File: src/rtl/vga_timing_gen.sv
// Free-running VGA raster timing generator: divides clk_i into pixel strobes and
// walks an H_TOTAL x V_TOTAL raster, presenting registered per-pixel timing flags.
package vga_timing_pkg;
    typedef struct packed {
        logic valid;
        logic blank_n;
        logic hsync_n;
        logic vsync_n;
        logic end_of_line;
        logic end_of_frame;
    } VGA_Timing;
endpackage

module vga_timing_gen #(
    parameter int unsigned H_VISIBLE = 640,
    parameter int unsigned H_FRONT   = 16,
    parameter int unsigned H_SYNC    = 96,
    parameter int unsigned H_BACK    = 48,
    parameter int unsigned V_VISIBLE = 480,
    parameter int unsigned V_FRONT   = 10,
    parameter int unsigned V_SYNC    = 2,
    parameter int unsigned V_BACK    = 33,
    parameter int unsigned CLK_DIV   = 1
) (
    input  logic                      clk_i,
    input  logic                      rst_i,
    input  logic                      en_i,
    output vga_timing_pkg::VGA_Timing timing_o,
    output logic [10:0]               x_o,
    output logic [9:0]                y_o,
    output logic [15:0]               frame_cnt_o
);

    localparam int unsigned H_TOTAL      = H_VISIBLE + H_FRONT + H_SYNC + H_BACK;
    localparam int unsigned V_TOTAL      = V_VISIBLE + V_FRONT + V_SYNC + V_BACK;
    localparam int unsigned HW           = (H_TOTAL > 1) ? $clog2(H_TOTAL) : 1;
    localparam int unsigned VW           = (V_TOTAL > 1) ? $clog2(V_TOTAL) : 1;
    localparam int unsigned H_SYNC_START = H_VISIBLE + H_FRONT;
    localparam int unsigned H_SYNC_END   = H_SYNC_START + H_SYNC;
    localparam int unsigned V_SYNC_START = V_VISIBLE + V_FRONT;
    localparam int unsigned V_SYNC_END   = V_SYNC_START + V_SYNC;
    localparam logic [2:0]  DIV_LAST     = 3'(CLK_DIV - 1);

    generate
        if (H_VISIBLE == 0) begin : g_bad_h_visible
            $error("vga_timing_gen: H_VISIBLE must be nonzero");
        end
        if (V_VISIBLE == 0) begin : g_bad_v_visible
            $error("vga_timing_gen: V_VISIBLE must be nonzero");
        end
        if (CLK_DIV < 1 || CLK_DIV > 8) begin : g_bad_clk_div
            $error("vga_timing_gen: CLK_DIV must be in 1..8");
        end
        if (H_TOTAL > 2048) begin : g_bad_h_total
            $error("vga_timing_gen: H_TOTAL does not fit in x_o");
        end
        if (V_TOTAL > 1024) begin : g_bad_v_total
            $error("vga_timing_gen: V_TOTAL does not fit in y_o");
        end
    endgenerate

    logic [2:0]    div_cnt;
    logic [HW-1:0] h_cnt;
    logic [VW-1:0] v_cnt;

    logic [31:0] h_pos;
    logic [31:0] v_pos;
    logic        strobe;
    logic        h_last;
    logic        v_last;
    logic        blank_n_d;
    logic        hsync_n_d;
    logic        vsync_n_d;

    // Decode in 32-bit space so range ends equal to the total never overflow.
    always_comb begin
        h_pos     = 32'(h_cnt);
        v_pos     = 32'(v_cnt);
        strobe    = en_i && (div_cnt == '0);
        h_last    = (h_pos == H_TOTAL - 1);
        v_last    = (v_pos == V_TOTAL - 1);
        blank_n_d = (h_pos < H_VISIBLE) && (v_pos < V_VISIBLE);
        hsync_n_d = !((h_pos >= H_SYNC_START) && (h_pos < H_SYNC_END));
        vsync_n_d = !((v_pos >= V_SYNC_START) && (v_pos < V_SYNC_END));
    end

    always_ff @(posedge clk_i) begin
        if (rst_i) begin
            div_cnt               <= '0;
            h_cnt                 <= '0;
            v_cnt                 <= '0;
            timing_o.valid        <= 1'b0;
            timing_o.blank_n      <= 1'b0;
            timing_o.hsync_n      <= 1'b1;
            timing_o.vsync_n      <= 1'b1;
            timing_o.end_of_line  <= 1'b0;
            timing_o.end_of_frame <= 1'b0;
            x_o                   <= '0;
            y_o                   <= '0;
            frame_cnt_o           <= '0;
        end else begin
            timing_o.valid        <= strobe;
            timing_o.end_of_line  <= strobe && h_last;
            timing_o.end_of_frame <= strobe && h_last && v_last;

            if (en_i) begin
                div_cnt <= (div_cnt == DIV_LAST) ? '0 : div_cnt + 3'd1;
            end

            if (strobe) begin
                timing_o.blank_n <= blank_n_d;
                timing_o.hsync_n <= hsync_n_d;
                timing_o.vsync_n <= vsync_n_d;
                x_o              <= 11'(h_cnt);
                y_o              <= 10'(v_cnt);
                if (h_last) begin
                    h_cnt <= '0;
                    if (v_last) begin
                        v_cnt       <= '0;
                        frame_cnt_o <= frame_cnt_o + 16'd1;
                    end else begin
                        v_cnt <= v_cnt + VW'(1);
                    end
                end else begin
                    h_cnt <= h_cnt + HW'(1);
                end
            end
        end
    end

endmodule

File: config.mk
export PLATFORM = sky130hd
export DESIGN_NAME = vga_timing_gen
export DESIGN_NICKNAME = d
export VERILOG_FILES = /design/src/rtl/vga_timing_gen.sv
export SDC_FILE = /design/constraint.sdc
export NUM_CORES = 1
export LEC_CHECK = 0
export BUFFER_PORTS_ARGS = -buffer_cell sky130_fd_sc_hd__buf_2
export CELL_PAD_IN_SITES_DETAIL_PLACEMENT = 0
export CELL_PAD_IN_SITES_GLOBAL_PLACEMENT = 1
export CORE_MARGIN = 3
export CORE_UTILIZATION = 42
export DETAILED_ROUTE_END_ITERATION = 7
export GPL_TIMING_DRIVEN = 0
export MAX_ROUTING_LAYER = met4
export PLACE_DENSITY = 0.87
export SYNTH_ARGS = -nofsm -noshare
export SYNTH_HDL_FRONTEND = slang
export SYNTH_SLANG_ARGS = --single-unit
File: constraint.sdc
create_clock -name clk_i -period 2.1 [get_ports clk_i]
set_input_delay 0.21 -clock clk_i [delete_from_list [all_inputs] [get_ports clk_i]]
set_output_delay 0.21 -clock clk_i [all_outputs]
set_load 0.02 [all_outputs]
### Yosys cells after proc, flatten, opt, wreduce, memory -nomap -nowiden

Index checks and enable logic that the tools add are counted.

* register bits after elaboration: 65
* output and inout port bits: 43

* $add $sub $neg: 4
* $lt $le $gt $ge: 6
* equality and inequality tests: 2
* muxes and demuxes: 3
* reductions and logical operators: 11

Operators with widths (count)
* 10-bit by 1-bit adder with 10-bit output (second input constant): 2
* 10-bit == test (second input constant): 2
* 10-bit less-than comparator (second input constant): 2
* 10-bit by 9-bit less-than comparator with 1-bit output (second input constant): 2
* 10-bit 2-to-1 mux: 2
* 16-bit by 1-bit adder with 16-bit output (second input constant): 1
* 10-bit >= comparator (second input constant): 1
* 10-bit by 9-bit >= comparator with 1-bit output (second input constant): 1
* 1-bit logical AND: 6
* 3-bit by 1-bit adder with 3-bit output (second input constant): 1
* 3-bit logical NOT: 1
* 3-bit 2-to-1 mux: 1
* 3-bit AND reduction: 1
* 1-bit logical NOT: 2
* 2-bit AND reduction: 1

### Depth between registers and ports, before layout

Gate-level depths: netlist of the first run.

* depth in word-level cells: 4
* gate-level depth with buffers: 9
* depth with buffers taken out: 7

### Worst setup path after synthesis of the first run

OpenSTA, ideal clock, no wires.

* path kind: register to register
* start: reg v_cnt[0]
* end: reg frame_cnt_o[15]
* setup time: 116 ps
* arrival time: 1608 ps
* required time: 1984 ps
* slack: 376 ps
* cell stages (with the launch flop): 8
* buffers on the path: 0
* period minus slack after synthesis: 1724 ps
* path through: dfxtp_1 > inv_1 > ha_1 > and4bb_1 > nand4_4 > nor3_1 > a21oi_1 > a31o_2

* longest elaborated chain between the ends: 2

RTL lines
* start, declared: line 64 `logic [VW-1:0] v_cnt;`
* start signal, assigned: line 122 `v_cnt <= v_cnt + VW'(1);`
* 10-bit == test: line 81 `v_last = (v_pos == V_TOTAL - 1);`
* 3-bit AND reduction (no source line)
* end signal, assigned: line 120 `frame_cnt_o <= frame_cnt_o + 16'd1;`
* end, declared: line 31 `output logic [15:0] frame_cnt_o`

Every way passes these cells.
A chain may end at the register's enable or synchronous reset.

### Final worst setup path of the first run

* start: reg v_cnt[0]
* end: reg frame_cnt_o[6]

Same word-level chain as after synthesis.

==> results of run 1 <==
[registers in the layout (all words and copies together) (netlist names)]
signal and cells:
v_cnt 10, frame_cnt_o 16, div_cnt 3, y_o 10
h_cnt 10, timing_o 6, x_o 10
[power by group through the flow]
stage | clock, W | sequential (W) | combinational [W]
final | 0.00146 | 0.00126 | 0.000141
after global routing | 0.00153 | 0.00126 | 0.000159
after CTS | 0.00148 | 0.00126 | 0.000142
after detailed placement | 0 | 0.00129 | 0.000142
after global placement | 0 | 0.00129 | 0.000141
after floorplan | 0 | 0.00130 | 0.0000878
[worst min path at each step]
| stage | start | endpoint |
|---|---|---|
| after floorplan | en_i | div_cnt[1] |
| after global placement | y_o[4] | y_o[4] |
| after detailed placement | y_o[4] | y_o[4] |
| after CTS | en_i | div_cnt[0] |
| after global routing | en_i | div_cnt[0] |
| final | en_i | div_cnt[1] |
[final cells by class]
type,instances,area (um^2),area share (%)
clock inverters,6,137.6,3.838
flip-flops and latches,65,1301,36.29
multi-input cells,246,1520,42.39
repair buffers,43,215.2,6.001
well taps,96,120.1,3.350
plain buffers,20,116.4,3.245
clock buffers,10,137.6,3.838
inverters,10,37.54,1.047
[cells in the final DEF (no fill, tap or decap), types with 4 or more instances in the layout]
| cell | synthesis | routed |
|---|---|---|
| buf_6 | 4 | 4 |
| clkbuf_8 | 0 | 10 |
| inv_1 | 10 | 10 |
| buf_2 | 4 | 47 |
| nor4_4 | 5 | 5 |
| nor4_2 | 6 | 6 |
| nand3_1 | 8 | 8 |
| nor2_1 | 45 | 45 |
| clkbuf_1 | 8 | 7 |
| a21oi_1 | 28 | 28 |
| bufinv_16 | 0 | 4 |
| nand4_1 | 14 | 14 |
| xor2_1 | 11 | 11 |
| xnor2_1 | 20 | 20 |
| and3_1 | 4 | 4 |
| ha_1 | 7 | 7 |
| nand2_1 | 61 | 61 |
| nor3_1 | 9 | 9 |
| dfxtp_1 | 65 | 65 |
[worst max-delay path: stages (launching register included)]
cell and delay [ns]:
dfxtp_1 0.38, inv_1 0.10, ha_1 0.14, and4bb_1 0.24
nand4_4 0.23, buf_6 0.24, nor4_4 0.26, xnor2_1 0.16
nor2_1 0.05
[layer usage]
metal  global-route usage (%)  wire length (um)  vias up  share of wire [%]
met5                        -                 0        -                  0
met2                    28.69              3248       31                 49
met3                    3.264               207       10                3.1
met1                    22.28              3040     1151                 46
li1                         -                 -     1256                  -
met4                    7.653               122        0                1.8
[through the flow]
stage	util [%]	setup TNS (ns)	area (um^2)
floorplan	-	0	2973
global placement	48.42	0	3308
detailed placement	48.42	0	3308
CTS	52.45	0	3583
global route	52.49	-0.003741	3586
finish	52.49	0	3586
[cells by family after synthesis]
family,Yosys count
compound gates,34
xor+xnor,31
fa+ha+maj,7
buf+inv,30
flops,65
mux,1
other cells,1
simple gates,172
[what timing repair did]
action                     4_1_cts  5_1_grt
gates resized for setup          0        3
setup endpoints to repair        0       21
hold endpoints to repair         0        0
hold buffers                     0        0
==> out/qor.yml, run 1 <==
async_flop_share_pct: 0
gr-total-overflow: 0
yosys.area_share.adder_pct: 2.946
rr_worst_depth: 8
slew-limit-headroom_pct: 61.79
crit_start: "v_cnt[0]"
synth.largest_area_cell: "dfxtp_1"
synth_top_family_by_area: "simple AND/OR/NAND/NOR gates"
synth_area_leaders: "dfxtp_1 (44%), nand2_1 (7.7%), xnor2_1 (5.9%)"
reg2reg_from: "v_cnt[0]"
grt_max_degree: 13
grtUsageTotal_pct: 17.93
synth-xor-area-share_pct: 9.133
vias: 2448
cellLeakagePower_nw: 1.413
setup_viol: 0
clk_pin_slew_worst_paths_ns: 0.07
pin_count: 46
fin_ws_ns: 0.1599
clock_path_buffers: 2
avgSynthCellArea_um2: 8.718
cts_setup_buffers: 0
required_ns: 2.32
final.setup_skew_ns: 0.01113
synth_edf_count: 0
crit_type: "flop to flop"
netlist_area_um2: 2973
comb_power_share_pct: 4.9
synthFlopType: "dfxtp_1"
synth_top_area_share_pct: 43.77
yosysMostFrequentCell: "dfxtp_1"
cts_buffers: 9
start_kind: "flop"
rsz0062_at_grt: "yes"
max_freq_mhz: 515.4
die_x_um: 90.13
synth_commonest_cells: "dfxtp_1 (65), nand2_1 (61), nor2_1 (45)"
fp.dieH_um: 90.13
drc: 0
end_kind: "flop"
routabilityCongestion: 0.8558
synth.mux.area_fraction_pct: 0.3367
grt_pass1_wl_mm: 11.59
ant_nets: 0
vias_per_cell: 4.935
grt_antenna_before_repair: 0
hold_depth: 3
p_total_w: 0.002856
pre_cts_slack_ns: 0.05608
p_seq_share_pct: 44.1
ys_seq_area_share_pct: 43.77
core_area_um2: 6832
synth_compound_area_share_pct: 6.229
synth_nets: 351
tightest_slew_ns: 0.5731
cp_max_fo: 10
stdcell_count: 496
p_sw_w: 0.0006210
power_report.internal_total_w: 0.002235
routed_wl_mm: 6.619
initial_utilization_pct: 43.52
switching_share_pct: 21.75
rows: 30
area_delta_synth_final_pct: 20.62
timing.rr.end: "frame_cnt_o[6]"
antenna_cells: 0
clkPwrFrac_pct: 51.0
n_fill_cell: 687
endpoint: "frame_cnt_o[6]"
initialDrtViolationCount: 96
ff2ff_setup_slack_ns: 0.16
maxCapViolCount: 0
yosysWarnings: 0
ys_ff_latch: 65
clock_latency_ns: 0.35
drive_gt1_share_pct: 22.25
drtPass1Iterations: 4
arrival_ns: 2.16
htreeDepth: 3
wl_per_cell_um: 13.34
p_per_area_nw_per_um2: 796.3
cts_tree: "done"
grt_pass1_vias: 2397
hold_ws_ns: 0.2105
status: "complete, no violations"
synth-simple-area-share_pct: 32.37
ctsRootBufferMaster: "clkbuf_8"
io_buffers: 43
peakVddDrop_mv: 0.3211
dp_cells: 480
clock-sinks: 65
nNetsFinal: 405
hold_viol_final: 0
synthCells: 341
ys_types: 37
post-route-min-period_ns: 1.940
hold_path_class: "input pin to flop"
final.period_utilization_pct: 92.38
drv_slew: 0
dieArea_um2: 8123
hpwl_mm: 4.719
Power figures use the tool's default switching activity.
==> run 2: changes to the inputs <==
- CORE_UTILIZATION: 42 -> 38
- PLACE_DENSITY: 0.87 -> 0.84
- clock period: 2.1 -> 1.58 ns (I/O delays scaled with it)
==> run 2 against run 1 <==
Effect of this change: the flow now finishes with violations (setup timing); die area grew 9.8%; design area grew 16%; cell count grew 7.9%; setup slack lost 0.41 ns; maximum frequency grew 6.1%; critical endpoint is now frame_cnt_o[10]; largest power group is now sequential cells; hold slack lost 0.056 ns; wire length grew 23%; first-iteration DRC count grew 90%.
==> out/qor.yml, run 2 (synthesis gave the netlist of run 1 again) <==
status: "finished with violations"
violations: "setup timing"
routed_wl_mm: 8.148  # +23%
htreeDepth: 3  # unchanged
ctsRootBufferMaster: "clkbuf_8"
start_kind: "flop"
antenna_cells: 0  # unchanged
cts_hold_buf: 0  # unchanged
layout_common_cells: "nand2_1 (61), dfxtp_1 (57), buf_2 (44), nor2_1 (42), a21oi_1 (28)"
setup_tns_ns: -4.021  # -4.021 ns
rows: 31  # +3.3%
clock_latency_ns: 0.34  # about the same
cts_buffers: 9  # unchanged
rsz0062_at_grt: "yes"
p_seq_share_pct: 49.8  # +5.7 points
p_per_area_nw_per_um2: 807.2  # +1.4%
pin_count: 46  # unchanged
crit_type: "flop to flop"
fp.dieH_um: 94.45  # +4.8%
drv_slew: 0  # unchanged
area_delta_synth_final_pct: 39.73
largest_reg_flops: 16  # unchanged
grtUsageTotal_pct: 17.64  # -0.30 points
end_kind: "flop"
grt_antenna_before_repair: 0  # unchanged
final.period_utilization_pct: 115.8  # +23 points
gr-total-overflow: 0  # unchanged
tightest_slew_ns: 0.6012  # +0.02810 ns
drtPass1Iterations: 4  # unchanged
p_total_w: 0.003353  # +17%
slew-limit-headroom_pct: 59.92  # -1.9 points
clk_pin_slew_worst_paths_ns: 0.07  # about the same
hold_path_class: "input pin to flop"
grt_max_degree: 11  # -2
hold_viol_final: 0  # unchanged
setup_viol: 28  # +28
final.setup_skew_ns: 0.009364  # -0.001769 ns
die_x_um: 94.45  # +4.8%
n_fill_cell: 665  # -3.2%
mostFrequentLayoutCell: "nand2_1"
initial_utilization_pct: 40.13  # -3.4 points
clock-sinks: 65  # unchanged
hpwl_mm: 4.671  # -1.0%
maxCapViolCount: 0  # unchanged
hold_ws_ns: 0.1542  # -0.05630 ns
cellLeakagePower_nw: 1.785  # +26%
core_area_um2: 7408  # +8.4%
grt_pass1_wl_mm: 11.69  # +0.83%
clock_path_buffers: 2  # unchanged
drc: 0  # unchanged
cp_max_fo: 6  # -4
arrival_ns: 2.05  # -0.11 ns
power_report.internal_total_w: 0.002551  # +14%
clkPwrFrac_pct: 42.7  # -8.3 points
comb_power_share_pct: 7.5  # +2.6 points
vias: 2698  # +10%
vias_per_cell: 5.043  # +2.2%
dieArea_um2: 8921  # +9.8%
peakVddDrop_mv: 0.5051  # +57%
max_freq_mhz: 546.8  # +6.1%
switching_share_pct: 23.92  # +2.2 points
p_sw_w: 0.0008019  # +29%
wl_per_cell_um: 15.23  # +14%
routabilityCongestion: 0.8446  # -1.3%
initialDrtViolationCount: 182  # +90%
cts_tree: "done"
required_ns: 1.80  # -0.52 ns
ant_nets: 0  # unchanged
grt_pass1_vias: 2432  # +1.5%
drive_gt1_share_pct: 36.47  # +14 points
post-route-min-period_ns: 1.829  # -0.1111 ns
regMostFlops: "frame_cnt_o"
nNetsFinal: 442  # +9.1%
fin_ws_ns: -0.2490  # -0.4089 ns
io_buffers: 43  # unchanged
[run 2: cell count changes in the layout (fill, tap and decap cells not counted), moves of 4 or more]
cell | before | now
dfxtp_4 | 0 | 4
nor3_1 | 9 | 2
buf_4 | 1 | 26
dfxtp_2 | 0 | 4
dfxtp_1 | 65 | 57
nor4_2 | 6 | 1
inv_1 | 10 | 6
nor4_4 | 5 | 11
buf_6 | 4 | 17
nor3_4 | 0 | 4
[run 2: worst paths after layout]
check	from	to	slack, ns	depth (start not counted)
min	en_i	div_cnt[1]	0.15	3
max	v_cnt[0]	frame_cnt_o[10]	-0.25	9
min reg2reg	y_o[7]	y_o[7]	0.45	2
max reg2reg	v_cnt[0]	frame_cnt_o[10]	-0.25	9
[run 2: stage by stage]
stage                     cells  area (um^2)  setup WS, ns  util [%]
final                       535         4154       -0.2490     56.07
after global placement      483         3347       -0.3336     45.18
after detailed placement    483         3347       -0.3763     45.18
after CTS                   521         3941       -0.1714     53.20
after floorplan             341         3008      -0.08025         -
after global routing        535         4154       -0.3228     56.07
[run 2: worst max-delay path, stage by stage (launching register included)]
cell      delay [ns]
dfxtp_4         0.36
inv_4           0.06
ha_4            0.11
and4bb_1        0.24
nand4_4         0.17
buf_4           0.20
buf_6           0.11
nor4_4          0.25
xnor2_1         0.14
nor2_1          0.05
[run 2: area by class of cell]
type / instances / area (um^2) / share of cell area, %
multi-input cells: 247 / 1737 / 41.81
repair buffers: 83 / 618.1 / 14.88
clock inverters: 3 / 40.04 / 0.9639
well taps: 99 / 123.9 / 2.982
plain buffers: 16 / 116.4 / 2.801
clock buffers: 12 / 155.1 / 3.735
inverters: 10 / 42.54 / 1.024
flip-flops and latches: 65 / 1321 / 31.81
[run 2: per-layer routing]
| metal | track usage [%] | vias to the layer above | share of wire [%] |
|---|---|---|---|
| li1 | - | 1329 | - |
| met1 | 21.30 | 1273 | 43 |
| met2 | 28.55 | 79 | 50 |
| met3 | 5.179 | 17 | 5.2 |
| met4 | 5.288 | 0 | 2.3 |
| met5 | - | - | 0 |
[run 2: repair_timing]
| item | CTS | global route |
|---|---|---|
| endpoints found under the setup margin | 55 | 57 |
| setup buffers | 25 | 16 |
| resized for setup | 43 | 32 |
| gates cloned | 1 | 2 |
| pin swaps | 25 | 23 |
[run 2: power by group through the flow]
| stage | clock network, W | logic, W | registers [W] |
|---|---|---|---|
| after floorplan | 0 | 0.000121 | 0.00172 |
| after global placement | 0 | 0.000191 | 0.00171 |
| after detailed placement | 0 | 0.000194 | 0.00171 |
| after CTS | 0.00146 | 0.000243 | 0.00167 |
| after global routing | 0.00154 | 0.000274 | 0.00167 |
| final | 0.00143 | 0.000252 | 0.00167 |
